**src/rtl/alu_mul_sequencer_pkg.sv**
```systemverilog
// Shared constants for the ALU-sequenced multiplier: ALU opcodes it issues and its FSM state encoding.
package alu_mul_sequencer_pkg;

    localparam logic [3:0] ALU_ADD  = 4'b0000;
    localparam logic [3:0] ALU_SHR  = 4'b0101;
    localparam logic [3:0] ALU_SHL  = 4'b0110;
    localparam logic [3:0] ALU_ZERO = 4'b1111;

    localparam logic [2:0] S_IDLE = 3'd0;
    localparam logic [2:0] S_ADD  = 3'd1;
    localparam logic [2:0] S_SHL  = 3'd2;
    localparam logic [2:0] S_SHR  = 3'd3;
    localparam logic [2:0] S_DONE = 3'd4;

endpackage

```
**src/rtl/alu_mul_sequencer.sv**
```systemverilog
// Shift-and-add 16-bit multiplier that borrows the shared ALU, one ALU op per clock.
// Latency: done pulses 1+3n cycles after start (n = MSB index of operand_b + 1, 0 if b==0).
// Backpressure: none; start is only accepted in IDLE, otherwise dropped (not queued).
module alu_mul_sequencer
    import alu_mul_sequencer_pkg::*;
#(
    parameter int         WIDTH       = 16,
    parameter logic [3:0] IDLE_OPCODE = ALU_ZERO
) (
    input  logic             clock,
    input  logic             reset,
    input  logic             start,
    input  logic [WIDTH-1:0] operand_a,
    input  logic [WIDTH-1:0] operand_b,
    output logic             busy,
    output logic             done,
    output logic [WIDTH-1:0] product,
    output logic [WIDTH-1:0] alu_x,
    output logic [WIDTH-1:0] alu_y,
    output logic [3:0]       alu_opcode,
    input  logic [WIDTH-1:0] alu_z
);

    localparam logic [WIDTH-1:0] ONE = {{(WIDTH-1){1'b0}}, 1'b1};

    logic [2:0]       state;
    logic [WIDTH-1:0] acc;
    logic [WIDTH-1:0] a;
    logic [WIDTH-1:0] b;
    logic [3:0]       cnt;

    // ALU drive is a pure function of state so the datapath mux sees stable inputs all cycle.
    always_comb begin
        busy       = 1'b0;
        done       = 1'b0;
        alu_x      = '0;
        alu_y      = '0;
        alu_opcode = IDLE_OPCODE;
        case (state)
            S_ADD: begin
                busy       = 1'b1;
                alu_x      = acc;
                alu_y      = a;
                alu_opcode = ALU_ADD;
            end
            S_SHL: begin
                busy       = 1'b1;
                alu_x      = a;
                alu_y      = ONE;
                alu_opcode = ALU_SHL;
            end
            S_SHR: begin
                busy       = 1'b1;
                alu_x      = b;
                alu_y      = ONE;
                alu_opcode = ALU_SHR;
            end
            S_DONE: done = 1'b1;
            default: ;
        endcase
    end

    always_ff @(posedge clock) begin
        if (reset) begin
            state   <= S_IDLE;
            acc     <= '0;
            a       <= '0;
            b       <= '0;
            cnt     <= '0;
            product <= '0;
        end else begin
            case (state)
                S_IDLE: begin
                    if (start) begin
                        a   <= operand_a;
                        b   <= operand_b;
                        acc <= '0;
                        cnt <= '0;
                        if (operand_b == '0) begin
                            state   <= S_DONE;
                            product <= '0;
                        end else begin
                            state <= S_ADD;
                        end
                    end
                end
                S_ADD: begin
                    if (b[0])
                        acc <= alu_z;
                    state <= S_SHL;
                end
                S_SHL: begin
                    a     <= alu_z;
                    state <= S_SHR;
                end
                S_SHR: begin
                    b   <= alu_z;
                    cnt <= cnt + 4'd1;
                    // Stop early once the remaining multiplier bits are all zero.
                    if (alu_z == '0 || cnt == 4'd15) begin
                        state   <= S_DONE;
                        product <= acc;
                    end else begin
                        state <= S_ADD;
                    end
                end
                S_DONE:  state <= S_IDLE;
                default: state <= S_IDLE;
            endcase
        end
    end

endmodule
```
**config.mk**
```make
export PLATFORM = sky130hd
export DESIGN_NAME = alu_mul_sequencer
export DESIGN_NICKNAME = d
export VERILOG_FILES = /design/src/rtl/alu_mul_sequencer_pkg.sv /design/src/rtl/alu_mul_sequencer.sv
export SDC_FILE = /design/constraint.sdc
export NUM_CORES = 1
export LEC_CHECK = 0
export BUFFER_PORTS_ARGS = -buffer_cell sky130_fd_sc_hd__buf_2
export CORE_MARGIN = 1
export CORE_UTILIZATION = 47
export CTS_CLUSTER_SIZE = 16
export DETAILED_ROUTE_END_ITERATION = 10
export PLACE_DENSITY = 0.76
export SLEW_MARGIN = 20
export SYNTH_ARGS = -nofsm -noshare
export SYNTH_HDL_FRONTEND = slang
export SYNTH_SLANG_ARGS = --single-unit
```
**constraint.sdc**
```tcl
create_clock -name clock -period 1.7 [get_ports clock]
set_input_delay 0.255 -clock clock [delete_from_list [all_inputs] [get_ports clock]]
set_output_delay 0.255 -clock clock [all_outputs]
set_load 0.02 [all_outputs]
```
# [Word-level counts from Yosys, hierarchy flattened]
# Index checks and enable logic that the tools add are counted.
[word_totals] regBits=71 latchBits=0 mem_bits_rw=0 romBits=0 in_bits=51 word_cells=51 n_memories=0
[classes] add_sub_neg=1 mul=0 div=0 magnitude_cmp=0 n_eq_ne=9 n_shift=0 n_mux=22 bitwise_logic=0 reduce_logical=13
[ops] op="$pmux W16 S2" count=5
[ops] op="$mux W16" count=7
[ops] op="$pmux W16 S3" count=1
[ops] op="$logic_not A16 Y1" count=2
[ops] op="$pmux W3 S4" count=1
[ops] op="$pmux W4 S3" count=1
[ops] op="$mux W3" count=3
[ops] op="$ne A2 B2 Y1 const B" count=4
[ops] op="$pmux W4 S2" count=1
[ops] op="$eq A3 B2 Y1 const B" count=2
[ops] op="$reduce_bool A2 Y1" count=3
[ops] op="$add A4 B1 Y4 const B" count=1
[ops] op="$eq A4 B4 Y1 const B" count=1
[ops] op="$mux W4" count=1
[ops] op="$reduce_and A2 Y1" count=2
[ops] op="$reduce_and A4 Y1" count=1
[ops] op="$eq A3 B1 Y1 const B" count=1
[ops] op="$eq A3 B3 Y1 const B" count=1
[ops] op="$logic_not A3 Y1" count=1
[ops] op="$reduce_and A3 Y1" count=1
[ops] op="$reduce_or A3 Y1" count=1
[ops] op="$mux W1" count=2
[ops] op="$reduce_or A2 Y1" count=1
[ops] op="$logic_or A1 B1 Y1" count=1

# [Longest topological paths before layout]
# Gate-level depths: netlist of run 1.
[depth] ltp_word=4 ltp_mapped=7 depth_no_buf=4

# [Worst setup path before layout of run 1]
# OpenSTA, ideal clock, no wires.
[synth_timing] path_kind="register to output" start="register state[1]" end="output alu_opcode[3]" arrival_time_ps=1592 required_time_ps=1445 slack_ps=-147 stages_incl_launch_ff=7 n_path_buf=3 path_cell_list="dfxtp_1 > buf_2 > clkbuf_1 > clkbuf_1 > nor2_1 > nor2_1 > inv_1"
[synth_between] elab_chain_len=2 elab_cells_between_ends=4
[synth_rtl] element="start: declaration" line="alu_mul_sequencer.sv:26" rtl="logic [2:0] state;"
[synth_rtl] element="start signal: assignment" line="alu_mul_sequencer.sv:65" rtl="state <= S_IDLE;"
[synth_rtl] element="start signal: assignment" line="alu_mul_sequencer.sv:80" rtl="state <= S_DONE;"
[synth_rtl] element="start signal: assignment" line="alu_mul_sequencer.sv:83" rtl="state <= S_ADD;"
[synth_rtl] element="$eq A3 B2 Y1 or $eq A3 B1 Y1 (tied branches)" line="alu_mul_sequencer.sv:39" rtl="case (state)"
[synth_rtl] element="$pmux W4 S3 (*)" line="alu_mul_sequencer.sv:39"
[synth_rtl] element="end: declaration" line="alu_mul_sequencer.sv:20" rtl="output logic [3:0] alu_opcode,"
# Every way passes the cells marked *; elsewhere a longest branch is shown, timed or not.

# [Worst setup path after layout of run 1]
[layout_timing] start="register state[1]" end="output alu_x[12]"
[layout_between] elab_chain_len=2 elab_cells_between_ends=4
[layout_rtl] element="$eq A3 B2 Y1 or $eq A3 B1 Y1 (tied branches)" line="alu_mul_sequencer.sv:39"
[layout_rtl] element="$pmux W16 S3 (*)" line="alu_mul_sequencer.sv:39"
[layout_rtl] element="end: declaration" line="alu_mul_sequencer.sv:18" rtl="output logic [WIDTH-1:0] alu_x,"
# Marked as above.

==> metrics, run 1 <==
status=complete, but fails checks; violated checks=setup timing; vias in the first global route=3848; first-pass GRT wire length=19800 µm; Crit path required time=1.44 ns; antenna violations before repair=0; drt first pass iters=5; layout cells sized above 1=0.485; fin worst setup slack=-0.229 ns; Final setup violation count=36; wire length on met3=1350 µm; worst reg2reg endpoint=a[5]; sequential fraction of the synthesis area=0.380; Layout area overhead=49.8%; largest net degree at the start of global routing=33; Inst Count DP=647; area of the multi-input gates=2330 µm²; die height=91.2 µm; WL final=13800 µm; VDD IR-drop max=0.431 mV; crit end category=primary output; Hold EP=state[2]; Hold/Removal Path Class=in2reg; Core Area=7730 µm²; Slew HR=0.694; Worst-path clk slew=0.07 ns; minimum clock period=1.93 ns; Die Span X=91.2 µm; gr ovfl total=0; cts hold-fix bufs=0; Max Clk Rate=518 MHz; Tot GR Track Use=0.305; fin crit share=1.13; drt initial violations=469; CTS tree=done; NumNets Final=631; Wirelength per Cell=20.2 µm; CTS root buf=clkbuf_8; maxcap violations=0; Final Skew=0.00753 ns; DR DRC count=0; Mean Syn Cell Area=8.48 µm²; CTS HTree Levels=3; worst setup path class=reg2out; CTS max path bufs=2; Pwr Total=0.00529 W; cells on worst reg2reg path=6; HPWL after DPL=8090 µm; Hold Crit Depth=3; reg-to-reg slack, setup=-0.08 ns; die area=8320 µm²; Synth Warn #=0; Slew Viols, Final=0; RSZ-0062 raised after global routing=yes; number of inserted diodes=0; starting density of the core=0.484; Via density=6.04; area occupied by registers=1430 µm²; Critical R2R Launch=state[1]; Arr. time, crit path=1.67 ns; crit start category=flop; worst slew pin tran=0.459 ns; number of I/O pins=105; leakage power=2.28 nW; flop and latch count out of synthesis=71; cells after synthesis=441; Synth area leaders=dfxtp_1 (38%), mux2i_1 (8.6%), a211oi_1 (6.6%); DR top layer=met4; most frequent cells in the layout=buf_2 (73), dfxtp_1 (68), buf_4 (52), nor2_1 (41), buf_6 (35); antenna-violating nets left=0; synth unique cells=40; Hold Crit Start=start; crit-path max FO=7; GP Congestion=0.900; Filler cells=505; wl on met1=5390 µm; pwr dens=945 nW/µm²; total CTS buffers=9; Layout Cells excl Fill=685; Routed met2 length=6440 µm; Yosys top cell by area=dfxtp_1; Hold Vio Cnt, Final=0; worst slack at placement=-0.219 ns; post-synth net total=493; DR vias=4134; port bufs=104; post-synth top area share=0.380; Synth Cell Area=3740 µm²; most common cell after layout, fill and taps aside=buf_2; worst skew pair latency=0.35 ns; setup TNS=-5.19 ns; Rows=32; clock sinks=71
## Yosys cell counts (all sizes together)
| library cell | count |
|---|---|
| dfxtp | 71 |
| nor2 | 60 |
| a211oi | 33 |
| mux2i | 32 |
| nand2 | 32 |
| clkbuf | 25 |
| a21oi | 24 |
| buf | 20 |
| inv | 18 |
| a22oi | 17 |
| a2111oi | 16 |
| a31o | 16 |
| and2 | 16 |
| o211ai | 16 |
| o21ai | 16 |
| nor4 | 8 |
| nand4 | 3 |
| nand2b | 2 |
| nand3 | 2 |
| nand3b | 2 |
| nor2b | 2 |
| a21o | 1 |
| and3b | 1 |
| and4 | 1 |
| ha | 1 |
| mux2 | 1 |
| nor3b | 1 |
| nor4b | 1 |
| o21bai | 1 |
| o31ai | 1 |
| o41ai | 1 |
## repair_timing
item | in CTS | in global routing
cloned | 6 | 2
setup buffers | 6 | 9
resized for setup | 96 | 67
pin swaps | 12 | 11
setup endpoints to repair | 38 | 73
## report_power, final
part | switching, W | internal, W | total [W]
registers | 0.000127 | 0.00181 | 0.00194
logic | 0.000943 | 0.000850 | 0.00179
clock network | 0.000628 | 0.000937 | 0.00157
## layout make-up
type | count | share of cell area
inverter | 18 | 0.0125
timing repair buffer | 172 | 0.252
sequential | 71 | 0.255
multi-input combinational | 307 | 0.416
clock inverter | 3 | 0.0116
clock buffer | 12 | 0.0295
tap | 102 | 0.0228
## cells by family (layout without fill, tap and decap cells)
| kind of cell | after synthesis | after routing | share of synthesized area |
|---|---|---|---|
| AO/OA/AOI/OAI | 142 | 142 | 0.278 |
| AND/OR/NAND/NOR | 131 | 131 | 0.172 |
| flip-flops | 71 | 71 | 0.380 |
| buffers and inverters | 63 | 205 | 0.0779 |
| multiplexers | 33 | 33 | 0.0886 |
| adder cells (fa/ha/maj) | 1 | 1 | 0.00334 |
## routing by layer
metal,vias up,track usage
li1,1883,-
met3,55,0.0486
met4,0,0.149
met1,1914,0.397
met2,282,0.492
met5,-,0
## through the flow
stage               utilization  cell area [µm²]  hold WS [ns]
floorplan                     -             3770         0.423
global placement          0.593             4590         0.437
detailed placement        0.593             4590         0.447
CTS                       0.677             5230         0.238
global route              0.725             5610         0.255
finish                    0.725             5610         0.245
## flip-flops by register name, indices dropped and copies added (netlist names)
signal   cells
b           16
state        3
acc         16
a           16
product     16
cnt          4
## critical path, stage by stage (launching register included)
cell,delay [ns]
dfxtp_4,0.40
buf_12,0.13
nor2b_4,0.20
buf_6,0.17
a22oi_1,0.11
nor2_1,0.16
buf_4,0.17
## worst max-delay path by stage
stage | from | end | slack [ns] | cells after the start
after floorplan | state[1] | alu_opcode[3] | -0.03 | 6
after global placement | alu_z[8] | product[10] | -0.08 | 6
after detailed placement | alu_z[0] | product[9] | -0.22 | 6
after CTS | state[1] | alu_x[5] | -0.14 | 6
after global routing | state[1] | alu_x[12] | -0.28 | 6
final | state[1] | alu_x[12] | -0.23 | 6
(Power assumes the default switching activity.)
==> run 2, diff against run 1 <==
--- a/config.mk
+++ b/config.mk
@@ -11,6 +11,7 @@
 export CTS_CLUSTER_SIZE = 16
 export DETAILED_ROUTE_END_ITERATION = 10
 export PLACE_DENSITY = 0.76
+export REMOVE_ABC_BUFFERS = 1
 export SLEW_MARGIN = 20
 export SYNTH_ARGS = -nofsm -noshare
 export SYNTH_HDL_FRONTEND = slang
==> run 2 against run 1 <==
Compared with the run above:
- the run still ends with setup timing left
- fmax grew 7.4%
- wire length shrank 11%
- critical path type unchanged
- total power shrank 11%
- largest power group unchanged
- sequential power is essentially flat
- largest cell class unchanged
==> metrics, run 2 (synthesized netlist as in run 1, its figures left out) <==
Core Area=7730 µm²; WL final=12300 µm; Crit path required time=1.44 ns; gr ovfl total=0; DR vias=4107; Layout Cells excl Fill=692; Slew Viols, Final=0; port bufs=104; worst slew pin tran=0.493 ns; number of I/O pins=105; Rows=32; status=complete, but fails checks; Slew HR=0.670; clock sinks=71; CTS HTree Levels=3; antenna-violating nets left=0; Final Skew=0.0109 ns; largest net degree at the start of global routing=25; most common cell after layout, fill and taps aside=buf_4; worst skew pair latency=0.33 ns; VDD IR-drop max=0.482 mV; vias in the first global route=3869; GP Congestion=0.902; Inst Count DP=659; Layout area overhead=43.9%; Filler cells=561; reg-to-reg slack, setup=0 ns; minimum clock period=1.80 ns; die height=91.2 µm; worst slack at placement=-0.197 ns; Hold/Removal Path Class=in2reg; cts hold-fix bufs=0; CTS tree=done; post-route cell area=5380 µm²; antenna violations before repair=0; crit-path max FO=7; Die Span X=91.2 µm; drt first pass iters=6; pwr dens=874 nW/µm²; Via density=5.93; leakage power=2.24 nW; fin worst setup slack=-0.0965 ns; die area=8320 µm²; DR DRC count=0; Worst-path clk slew=0.07 ns; first-pass GRT wire length=18700 µm; DP Area=4650 µm²; total CTS buffers=9; starting density of the core=0.484; drt initial violations=316; violated checks=setup timing; NumNets Final=640; layout cells sized above 1=0.429; CTS root buf=clkbuf_8; HPWL after DPL=8100 µm; fin crit share=1.06; worst setup path class=reg2out; Wirelength per Cell=17.8 µm; number of inserted diodes=0; Max Clk Rate=557 MHz; maxcap violations=0; Final setup violation count=33; crit end category=primary output; Tot GR Track Use=0.285; crit start category=flop; CTS max path bufs=2; Hold Vio Cnt, Final=0; Arr. time, crit path=1.54 ns; most frequent cells in the layout=buf_4 (77), buf_2 (72), dfxtp_1 (68), nor2_1 (59), nand2_1 (32); RSZ-0062 raised after global routing=yes
-- run 2: cell count changes in the layout (fill, tap and decap cells not counted), sizes merged --
cell / before / now
buf: 168 / 178
bufbuf: 2 / 0
bufinv: 2 / 0
clkinv: 1 / 2
-- run 2: worst paths after layout --
| path | cells past startpoint | startpoint | to |
|---|---|---|---|
| max reg2reg | 6 | state[1] | b[1] |
| max | 5 | state[1] | alu_x[6] |
| min | 3 | start | state[2] |
| min reg2reg | 2 | acc[14] | acc[14] |
-- run 2: repair_timing --
item / CTS / global route
gates cloned: 2 / 3
endpoints found under the setup margin: 37 / 58
resized for setup: 62 / 47
pin swaps: 3 / 24
buffers inserted: 6 / 9
-- run 2: area by class of cell --
| type | instances | area (µm²) | area share |
|---|---|---|---|
| inverter | 18 | 67.6 | 0.0125 |
| clock inverter | 2 | 10.0 | 0.00186 |
| clock buffer | 11 | 141 | 0.0263 |
| tap | 102 | 128 | 0.0237 |
| multi-input combinational | 307 | 2200 | 0.409 |
| sequential | 71 | 1430 | 0.266 |
| timing repair buffer | 181 | 1410 | 0.261 |
-- run 2: layer usage --
layer | wire length [µm] | global-route usage | share of wire | vias up
li1 | - | - | - | 1897
met1 | 5230 | 0.367 | 0.42 | 1983
met2 | 5900 | 0.475 | 0.48 | 189
met3 | 809 | 0.0402 | 0.066 | 38
met4 | 381 | 0.126 | 0.031 | 0
met5 | 0 | 0 | 0 | -
-- run 2: report_power, final --
part           internal [W]  total [W]  switching, W
Clock              0.000541    0.00112      0.000584
Combinational      0.000803    0.00165      0.000851
Sequential          0.00181    0.00193      0.000117
Total               0.00315    0.00471       0.00155
-- run 2: through the flow --
| stage | TNS, ns | hold WS (ns) | util | total power, W |
|---|---|---|---|---|
| 6_report | -1.80 | 0.252 | 0.697 | 0.00471 |
| 5_1_grt | -4.36 | 0.275 | 0.697 | 0.00490 |
| 4_1_cts | -1.23 | 0.238 | 0.654 | 0.00445 |
| 3_5_place_dp | -1.68 | 0.443 | 0.602 | 0.00317 |
| 3_3_place_gp | -0.959 | 0.438 | 0.602 | 0.00314 |
| 2_1_floorplan | -151.70 | 0.324 | - | 0.00260 |
-- run 2: critical path, cell delays in order (launching register included) --
cell     delay, ns
dfxtp_4       0.42
nor2b_4       0.23
buf_8         0.17
a22oi_1       0.09
nor2_1        0.13
buf_4         0.17
==> run 3, diff against run 2 <==
==> constraint.sdc (replaced) <==
create_clock -name clock -period 1.7 [get_ports clock]
set_input_delay 0.255 -clock clock [delete_from_list [all_inputs] [get_ports clock]]
set_output_delay 0.255 -clock clock [all_outputs]
set_load 0.01 [all_outputs]
==> run 3 against run 2 <==
Compared with the run above:
- the flow still finishes with violations (setup timing)
- combinational power rose by 8%
- via count is 7.1% higher
- hold slack worse by 0.026 ns
- critical path depth stayed put
- utilization grew 3.1 points
- largest power group unchanged
==> metrics, run 3 (synthesized netlist as in run 1, its figures left out) <==
WL final=14900 µm; starting density of the core=0.484; Hold Vio Cnt, Final=0; HPWL after DPL=8210 µm; total CTS buffers=9; met3 Usage GRT=0.0419; met2 Usage GRT=0.480; Arr. time, crit path=1.68 ns; die height=91.2 µm; DP Area=4570 µm²; CTS root buf=clkbuf_8; Via density=6.29; number of inserted diodes=0; layout cells sized above 1=0.489; most frequent cells in the layout=buf_2 (89), dfxtp_1 (68), nor2_1 (58), buf_4 (53); Die Span X=91.2 µm; Final setup violation count=83; worst setup path class=reg2out; antenna violations before repair=0; max incr delay on CP=0.44 ns; vias in the first global route=3892; pwr dens=881 nW/µm²; Tot GR Track Use=0.297; antenna-violating nets left=0; cts hold-fix bufs=0; number of I/O pins=105; drt first pass iters=6; Layout area overhead=50.2%; clock sinks=71; die area=8320 µm²; maxcap violations=0; Crit-path slowest cell=dfxtp_4; RSZ-0062 raised after global routing=yes; leakage power=2.38 nW; Max Clk Rate=517 MHz; fin worst setup slack=-0.235 ns; NumNets Final=646; Inst Count DP=653; DR DRC count=0; CTS tree=done; crit start category=flop; Slew HR=0.648; most common cell after layout, fill and taps aside=buf_2; Layout Cells excl Fill=699; VDD IR-drop max=0.490 mV; grt met1 use=0.390; Slew Viols, Final=0; Worst-path clk slew=0.07 ns; CTS HTree Levels=3; port bufs=104; crit path cell chain=nor2b_4 -> clkbuf_16 -> a22oi_2 -> nor2_1 -> buf_2; most used routing layer=met2; crit-path max FO=5; crit end category=primary output; Wirelength per Cell=21.3 µm; violated checks=setup timing; DR vias=4397; worst slew pin tran=0.515 ns; drt initial violations=570; Filler cells=510; Crit path required time=1.44 ns; Rows=32; largest net degree at the start of global routing=26; first-pass GRT wire length=19400 µm; Final Skew=0.00592 ns; fin crit share=1.14; post-route cell area=5620 µm²; worst skew pair latency=0.36 ns; CTS max path bufs=2; Hold/Removal Path Class=in2reg; GP Congestion=0.894; status=complete, but fails checks; gr ovfl total=0; Core Area=7730 µm²; Pwr Total=0.00495 W; minimum clock period=1.94 ns
run 3: report_power, final:
part / internal [W] / switching, W
sequential: 0.00181 / 0.000141
clock: 0.000593 / 0.000630
combinational: 0.000868 / 0.000912
run 3: cell type report:
cell class              instances  area [µm²]  share of cell area
clock buffers                  13         159              0.0283
flip-flops and latches         71        1430               0.255
inverters                      18        67.6              0.0120
clock inverters                 1        5.00            0.000890
repair buffers                186        1470               0.261
well taps                     102         128              0.0227
multi-input cells             308        2360               0.420
run 3: repair_timing:
item                       in CTS  in global routing
setup endpoints to repair      53                 74
setup buffers                  10                 16
cloned                          2                  6
resized for setup              38                117
pin swaps                      18                 63
run 3: worst paths after layout:
| path | from | slack [ns] | to | cells after the start |
|---|---|---|---|---|
| setup reg to reg | state[1] | -0.21 | a[1] | 9 |
| hold / removal | alu_z[7] | 0.23 | acc[7] | 3 |
| hold reg to reg | acc[11] | 0.46 | acc[11] | 2 |
| setup / recovery | state[1] | -0.24 | alu_x[8] | 5 |
run 3: critical path, delay by kind of cell (launching register included):
kind | cells | cell delay, ns
buffers and inverters | 2 | 0.37
AOI/OAI and AO/OA | 1 | 0.09
DFF | 1 | 0.44
and+or+nand+nor | 2 | 0.43
run 3: through the flow:
step | hold slack, ns | TNS [ns] | setup WS (ns) | utilization
5_1_grt | 0.232 | -15.50 | -0.316 | 0.727
3_3_place_gp | 0.438 | -1.34 | -0.0958 | 0.591
3_5_place_dp | 0.444 | -2.49 | -0.225 | 0.591
2_1_floorplan | 0.324 | -148.37 | -2.00 | -
4_1_cts | 0.178 | -1.95 | -0.125 | 0.640
6_report | 0.226 | -9.27 | -0.235 | 0.727
run 3: routing by layer:
metal | share of wire | vias to the layer above
li1 | - | 1920
met1 | 0.37 | 2079
met2 | 0.47 | 304
met3 | 0.10 | 94
met4 | 0.055 | 0
met5 | 0 | -
